File: src/rtl/memory_access_unit.sv
//------------------------------------------------------------------------------
// Module      : memory_access_unit
// Description : Single-outstanding bridge from the core controller to a
//               word-aligned memory bus with byte strobes and load extension.
// Revision    : 1.0 - initial release
//------------------------------------------------------------------------------
`default_nettype none

module memory_access_unit #(
    parameter int unsigned RESPONSE_TIMEOUT = 64
) (
    input  logic        clk,
    input  logic        reset,
    input  logic        memory_enable,
    input  logic        memory_command,
    input  logic [31:0] address,
    input  logic [31:0] write_data,
    input  logic [2:0]  access_type,
    input  logic        force_word,
    output logic        memory_ready,
    output logic        memory_valid,
    output logic [31:0] read_word,
    output logic [31:0] load_data,
    output logic        access_fault,
    output logic        misaligned_exception,
    output logic        bus_req,
    output logic        bus_we,
    output logic [31:0] bus_addr,
    output logic [3:0]  bus_wstrb,
    output logic [31:0] bus_wdata,
    input  logic        bus_gnt,
    input  logic        bus_rsp_valid,
    input  logic [31:0] bus_rdata
);

    localparam logic [1:0] S_IDLE = 2'd0;
    localparam logic [1:0] S_REQ  = 2'd1;
    localparam logic [1:0] S_WAIT = 2'd2;
    localparam logic [1:0] S_RESP = 2'd3;

    localparam logic [1:0] SZ_BYTE = 2'd0;
    localparam logic [1:0] SZ_HALF = 2'd1;
    localparam logic [1:0] SZ_WORD = 2'd2;

    localparam int unsigned TW     = (RESPONSE_TIMEOUT > 1) ? $clog2(RESPONSE_TIMEOUT + 1) : 1;
    localparam int unsigned C_TLIM_I = (RESPONSE_TIMEOUT > 0) ? RESPONSE_TIMEOUT - 1 : 0;
    localparam logic [TW-1:0] C_TLIM = TW'(C_TLIM_I);
    localparam logic        C_TEN  = (RESPONSE_TIMEOUT != 0);

    logic [1:0]    state_q, state_d;
    logic          cmd_q, cmd_d;
    logic [31:0]   addr_q, addr_d;
    logic [31:0]   wdata_q, wdata_d;
    logic [1:0]    size_q, size_d;
    logic          ext_q, ext_d;
    logic          fault_q, fault_d;
    logic [31:0]   rdata_q, rdata_d;
    logic [TW-1:0] timer_q, timer_d;

    logic [1:0]    w_size;
    logic          w_expired;
    logic [7:0]    w_byte;
    logic [15:0]   w_half;

    // Instruction fetches always move a full word regardless of funct3.
    always_comb begin
        w_size = SZ_WORD;
        if (!force_word && !access_type[1]) begin
            w_size = access_type[0] ? SZ_HALF : SZ_BYTE;
        end
    end

    assign misaligned_exception = ((w_size == SZ_HALF) && address[0]) ||
                                  ((w_size == SZ_WORD) && (address[1:0] != 2'b00));

    assign w_expired = C_TEN && (timer_q == C_TLIM);

    // State and datapath registers
    always_ff @(posedge clk) begin
        if (reset) begin
            state_q <= S_IDLE;
            cmd_q   <= 1'b0;
            addr_q  <= '0;
            wdata_q <= '0;
            size_q  <= '0;
            ext_q   <= 1'b0;
            fault_q <= 1'b0;
            rdata_q <= '0;
            timer_q <= '0;
        end else begin
            state_q <= state_d;
            cmd_q   <= cmd_d;
            addr_q  <= addr_d;
            wdata_q <= wdata_d;
            size_q  <= size_d;
            ext_q   <= ext_d;
            fault_q <= fault_d;
            rdata_q <= rdata_d;
            timer_q <= timer_d;
        end
    end

    // Next-state logic
    always_comb begin
        state_d = state_q;
        cmd_d   = cmd_q;
        addr_d  = addr_q;
        wdata_d = wdata_q;
        size_d  = size_q;
        ext_d   = ext_q;
        fault_d = fault_q;
        rdata_d = rdata_q;
        timer_d = '0;
        case (state_q)
            S_IDLE: begin
                if (memory_enable && !misaligned_exception) begin
                    state_d = S_REQ;
                    cmd_d   = memory_command;
                    addr_d  = address;
                    wdata_d = write_data;
                    size_d  = w_size;
                    ext_d   = access_type[2];
                    fault_d = 1'b0;
                end
            end
            S_REQ: begin
                timer_d = timer_q + TW'(C_TEN);
                if (bus_gnt && bus_rsp_valid) begin
                    state_d = S_RESP;
                    rdata_d = cmd_q ? 32'd0 : bus_rdata;
                end else if (bus_gnt) begin
                    state_d = S_WAIT;
                end else if (w_expired) begin
                    state_d = S_RESP;
                    fault_d = 1'b1;
                    rdata_d = 32'd0;
                end
            end
            S_WAIT: begin
                timer_d = timer_q + TW'(C_TEN);
                if (bus_rsp_valid) begin
                    state_d = S_RESP;
                    rdata_d = cmd_q ? 32'd0 : bus_rdata;
                end else if (w_expired) begin
                    state_d = S_RESP;
                    fault_d = 1'b1;
                    rdata_d = 32'd0;
                end
            end
            default: begin
                state_d = S_IDLE;
            end
        endcase
    end

    // Control outputs
    always_comb begin
        memory_ready = (state_q == S_IDLE);
        memory_valid = (state_q == S_RESP);
        access_fault = (state_q == S_RESP) && fault_q;
        bus_req      = (state_q == S_REQ);
        bus_we       = (state_q == S_REQ) && cmd_q;
    end

    // Bus write lanes and load extraction
    always_comb begin
        bus_addr  = {addr_q[31:2], 2'b00};
        bus_wstrb = 4'b0000;
        case (size_q)
            SZ_BYTE: bus_wdata = {4{wdata_q[7:0]}};
            SZ_HALF: bus_wdata = {2{wdata_q[15:0]}};
            default: bus_wdata = wdata_q;
        endcase
        if ((state_q == S_REQ) && cmd_q) begin
            case (size_q)
                SZ_BYTE: bus_wstrb = 4'b0001 << addr_q[1:0];
                SZ_HALF: bus_wstrb = addr_q[1] ? 4'b1100 : 4'b0011;
                default: bus_wstrb = 4'b1111;
            endcase
        end

        case (addr_q[1:0])
            2'd0:    w_byte = rdata_q[7:0];
            2'd1:    w_byte = rdata_q[15:8];
            2'd2:    w_byte = rdata_q[23:16];
            default: w_byte = rdata_q[31:24];
        endcase
        w_half = addr_q[1] ? rdata_q[31:16] : rdata_q[15:0];

        read_word = rdata_q;
        case (size_q)
            SZ_BYTE: load_data = {{24{w_byte[7] & ~ext_q}}, w_byte};
            SZ_HALF: load_data = {{16{w_half[15] & ~ext_q}}, w_half};
            default: load_data = rdata_q;
        endcase
    end

endmodule

`default_nettype wire

File: config.mk
export PLATFORM = sky130hd
export DESIGN_NAME = memory_access_unit
export DESIGN_NICKNAME = d
export VERILOG_FILES = /design/src/rtl/memory_access_unit.sv
export SDC_FILE = /design/constraint.sdc
export NUM_CORES = 1
export LEC_CHECK = 0
export ABC_AREA = 1
export BUFFER_PORTS_ARGS = -buffer_cell sky130_fd_sc_hd__buf_4
export CORE_ASPECT_RATIO = 0.9
export CORE_MARGIN = 2
export CORE_UTILIZATION = 36
export DETAILED_ROUTE_END_ITERATION = 7
export PLACE_DENSITY = 0.72
export SLEW_MARGIN = 20
export SYNTH_ARGS = -nofsm -noshare
export SYNTH_HDL_FRONTEND = slang
export SYNTH_SLANG_ARGS = --single-unit
export TNS_END_PERCENT = 100
File: constraint.sdc
create_clock -name clk -period 1.8 [get_ports clk]
set_input_delay 0.36 -clock clk [delete_from_list [all_inputs] [get_ports clk]]
set_output_delay 0.36 -clock clk [all_outputs]
set_load 0.03 [all_outputs]
After elaboration in Yosys (flattened, before gate mapping):

Cells that the tools add are included.

* flip-flop bits (word level): 110
* bits of input ports: 106
* output and inout port bits: 138
* logic and storage cells: 78

* eq/ne operators: 14
* bitwise logic cells: 4
* shifts and indexed selects: 1
* reductions and logical operators: 22
* add/subtract/negate cells: 1
* multiplexer cells: 27

Operators with widths (count)
* one-hot mux 32 bit (2 select lines): 3
* 2-to-1 mux 32 bit: 5
* one-hot mux 8 bit (3 select lines): 1
* 2-to-1 mux 16 bit: 1
* 2-to-1 mux 2 bit: 6
* == test 2 x 1 -> 1 bit, second input constant: 4
* == test 2 bit, second input constant: 4
* 2-to-1 mux 4 bit: 2
* one-hot mux 4 bit (2 select lines): 1
* adder 7 x 1 -> 7 bit, second input constant: 1
* == test 7 x 6 -> 1 bit, second input constant: 1
* logical AND 1 bit: 7
* logical NOT 2 bit: 3
* 2-to-1 mux 1 bit: 6
* != test 2 bit, second input constant: 3
* one-hot mux 2 bit (3 select lines): 1
* AND reduction 5 bit: 1
* AND reduction 2 bit: 2
* nonzero test 2 bit: 2
* OR reduction 2 bit: 2
* << shifter 1 x 2 -> 4 bit, first input constant: 1
* logical NOT 1 bit: 3
* != test 3 x 2 -> 1 bit, second input constant: 1
* one-hot mux 1 bit (3 select lines): 1
* 5 further kinds: 7

Depth between registers and ports, before layout:

* word-level depth: 10
* gate-level depth with buffers: 9
* gate-level depth less buffers: 9

Worst setup path before layout:

No wires, ideal clock.

* path kind: flip-flop to output port
* start: register state_q[1]
* end: output bus_wstrb[1]
* setup slack: -318 ps
* buffers on the path: 0
* cell stages (with the launch flop): 5
* data arrival time: 1758 ps
* required time: 1440 ps
* path through: dfxtp_1 > inv_1 > ha_1 > nand2_1 > a211oi_1

* longest elaborated chain between the ends: 3

RTL lines
* start, declared: line 50 `logic [1:0] state_q, state_d;`
* start signal, assigned: line 91 `state_q <= state_d;`
* == test 2 x 1 -> 1 bit
* via bus_req: line 26 `output logic bus_req,`
* logical AND 1 bit: line 174 `if ((state_q == S_REQ) && cmd_q) begin`
* 2-to-1 mux 4 bit: line 174
* end, declared: line 29 `output logic [3:0] bus_wstrb,`

The timed path passes the listed nets, and every way through them passes these cells.

Worst setup path after layout:

* start: register size_q[1]
* end: output load_data[22]

* longest elaborated chain between the ends: 2
* elaborated cells between the ends (all ways): 3
* those cells by class: eq/ne: 1; mux: 1; reduce/logical: 1

RTL lines
* start, declared: line 54 `logic [1:0] size_q, size_d;`
* start signal, assigned: line 95 `size_q <= size_d;`
* == test 2 x 1 -> 1 bit / logical NOT 2 bit (equally long branches): line 191 `case (size_q)`
* one-hot mux 32 bit (2 select lines) (*): line 191
* end, declared: line 23 `output logic [31:0] load_data,`

Mark *: on every way between the ends. The rest lies on a longest branch, timed or not.

==> qor.yml <==
sta:
  final-setup-viol-count: 51
  hold_viol_final: 0
  fin_ws_ns: -0.2324
  drv_slew: 0
  finalCritPeriodShare_pct: 112.9
  max_freq_ghz: 0.4920
  clock_skew_ns: 0.01175
  min_period_ns: 2.032
  rsz0062_at_grt: "true"
place:
  dp_hpwl_um: 12490
  gp_congestion: 0.8914
  dpl-instance-area_um2: 7229
  portBuffers: 241
routing:
  wl_per_cell_um: 15.36
  firstDrtPassIters: 5
  routed_wl_um: 18270
  drt_iter0_drc: 442
  vias_per_cell: 4.910
  antenna_left: 0
  route.detailed.drc: 0
  num_vias: 5838
power_and_ir_drop:
  power_leakage_uw: 0.003595
  vdd_ir_drop_max_mv: 0.6556
  p_per_area_nw_per_um2: 894.8
min_path:
  hold_start: "address[18]"
  hold_depth: 3
  min-delay-path-class: "in -> reg"
  worstHoldEndpoint: "addr_q[18]"
worst_setup_path:
  slowest_delay_ns: 0.37
  cp_max_fo: 8
  crit_arrival_ns: 1.67
  r2r-end: "read_word[30]"
  r2r_start: "state_q[1]"
  rrSetupSlack_ns: 0.08
  crit_chain: "nor2_4, buf_12, nand3_2, nand2_4, nand3_4, nand2_2, buf_6"
  endpoint_kind: "output port"
  critical_path_class: "reg -> out"
  r2r_cells: 11
  cp.required_ns: 1.44
  cpMaxStageDelayCell: "dfxtp_4"
  start_kind: "register"
run:
  drv_cap: 0
clocking:
  root_buffer: "clkbuf_16"
  tritoncts: "done"
  clockBufferDepth: 2
  cts.sinks: 110
  ctsHoldBuffers: 0
  cts_made_buffers: 9
  clkTransAtPathRegs_ns: 0.08
  clock_latency_ns: 0.36
  htreeDepth: 3
die:
  fp.dieW_um: 132.0
  ioPinCount: 244
  die_area_um2: 15730
  dieHeight_um: 119.2
  num_rows: 42
  start_util_pct: 36.44
  core-area_um2: 14560
finish:
  final-seq-area_um2: 2220
  n_fill_cell: 1385
  layout-drive-gt1-share_pct: 38.85
  fin_area_um2: 8208
  multi_input_area_um2: 2695
  nets: 1098
  area_delta_synth_final_pct: 54.72
  final_cell_mix: "buf_4, nand2_1, a21oi_1"
  num_antenna_cells: 0
  final_util_pct: 56.39
  layout_commonest_cell: "buf_4"
synthesis:
  synthAdderAreaFrac_pct: 1.179
  synthSimpleGateAreaFrac_pct: 22.05
  yosys.area_share.xor_xnor_pct: 0
  synthMuxAreaShare_pct: 0
  synth_top_family_by_area: "simple AND/OR/NAND/NOR gates"
  yosys_warnings: 0
  synth_compound_area_share_pct: 21.13
  synth_seq_area_share_pct: 41.51
  netlist_area_um2: 5305
  avgSynthCellArea_um2: 6.980
  syn_inst: 760
  ys_ff_latch: 110
  synth.distinct_cells: 35
grt:
  grt_use_total_pct: 21.45
  grt_pass1_vias: 5164
  grt_first_pass_wirelength_um: 26990
  antenna_found_initial: 0
  overflow: 0
  grt_max_degree: 55
status:
  violations: "setup timing"
  status: "finished with violations"
-- area by class of cell --
cell class | instances | share of cell area (%)
clock inverters | 5 | 0.7470
clock buffers | 10 | 2.790
flip-flops and latches | 110 | 27.04
well taps | 198 | 3.018
multi-input cells | 506 | 32.84
repair buffers | 295 | 30.47
inverters | 65 | 3.095
-- layer usage --
layer	wire, µm	share of wire (%)	vias to the layer above	global-route usage (%)
met2	8276	45	233	32.78
met1	8120	44	2695	29.44
li1	-	-	2885	-
met4	374	2.0	0	5.978
met3	1495	8.2	25	6.258
met5	0	0	-	0
-- flip-flops by register name (all words and copies together), names as in the netlist, 2 cells and up --
name / count
timer_q: 7
read_word: 32
size_q: 2
addr_q: 32
state_q: 2
wdata_q: 32
-- worst max path at each step --
stage	to	slack (ns)	start
after floorplan	bus_wstrb[2]	-0.06	state_q[1]
after CTS	load_data[18]	-0.20	size_q[1]
after detailed placement	load_data[10]	-0.03	addr_q[1]
final	load_data[22]	-0.23	size_q[1]
after global placement	load_data[10]	-0.02	addr_q[1]
after global routing	load_data[22]	-0.29	size_q[1]
-- cell families (layout without fill, tap and decap cells) --
logic type / count (synthesis) / count (layout)
buffers and inverters: 146 / 375
other: 1 / 2
adders and majority gates: 5 / 5
AOI/OAI and AO/OA: 204 / 204
and+or+nand+nor: 294 / 295
DFF: 110 / 110
-- critical path, delay by kind of cell, from the launching register on --
| family | cells | cell delay [ns] |
|---|---|---|
| buffers and inverters | 2 | 0.26 |
| AND/OR/NAND/NOR | 5 | 0.68 |
| flip-flops | 1 | 0.37 |
-- cell usage after synthesis, drive strengths merged --
cell type	instances	area, µm²
o221ai	13	113.9
nor2	17	68.81
ha	5	62.56
o21ai	57	285.3
a221oi	1	8.760
a211oi	2	15.01
o21a	3	22.52
nor3	5	30.03
o22ai	1	6.260
or2	2	12.51
clkbuf	20	75.07
nand2	257	967.2
a31oi	1	6.260
o211ai	11	82.58
nand3	11	77.58
nand3b	1	7.510
a21oi	113	565.5
buf	61	424.2
inv	65	246.5
a21o	1	7.510
nand4	1	6.260
dfxtp	110	2202
conb	1	3.750
o31ai	1	7.510
-- power by group --
group	total [µW]	internal, µW	switching, µW
Combinational	2550	1040	1510
Clock	2010	1080	936
Sequential	2790	2630	158
-- repair_timing --
action                                  in CTS  in global routing
endpoints found under the setup margin      53                 85
pin swaps                                    7                 15
buffers inserted                             6                 10
resized for setup                           59                 76
cloned                                       1                  4
-- through the flow --
step / worst slack [ns] / hold WS [ns] / std cells / power (µW) / setup TNS, ns
after floorplan: -0.06124 / 0.4176 / 761 / 4188 / -0.1862
after global placement: -0.02060 / 0.4341 / 1153 / 5002 / -0.02060
after detailed placement: -0.03176 / 0.4366 / 1153 / 5023 / -0.07459
after CTS: -0.2015 / 0.2382 / 1175 / 7129 / -8.138
after global routing: -0.2944 / 0.2371 / 1189 / 7681 / -12.62
final: -0.2324 / 0.2519 / 1189 / 7344 / -8.680
No activity file was read; power rests on OpenSTA's default activity.
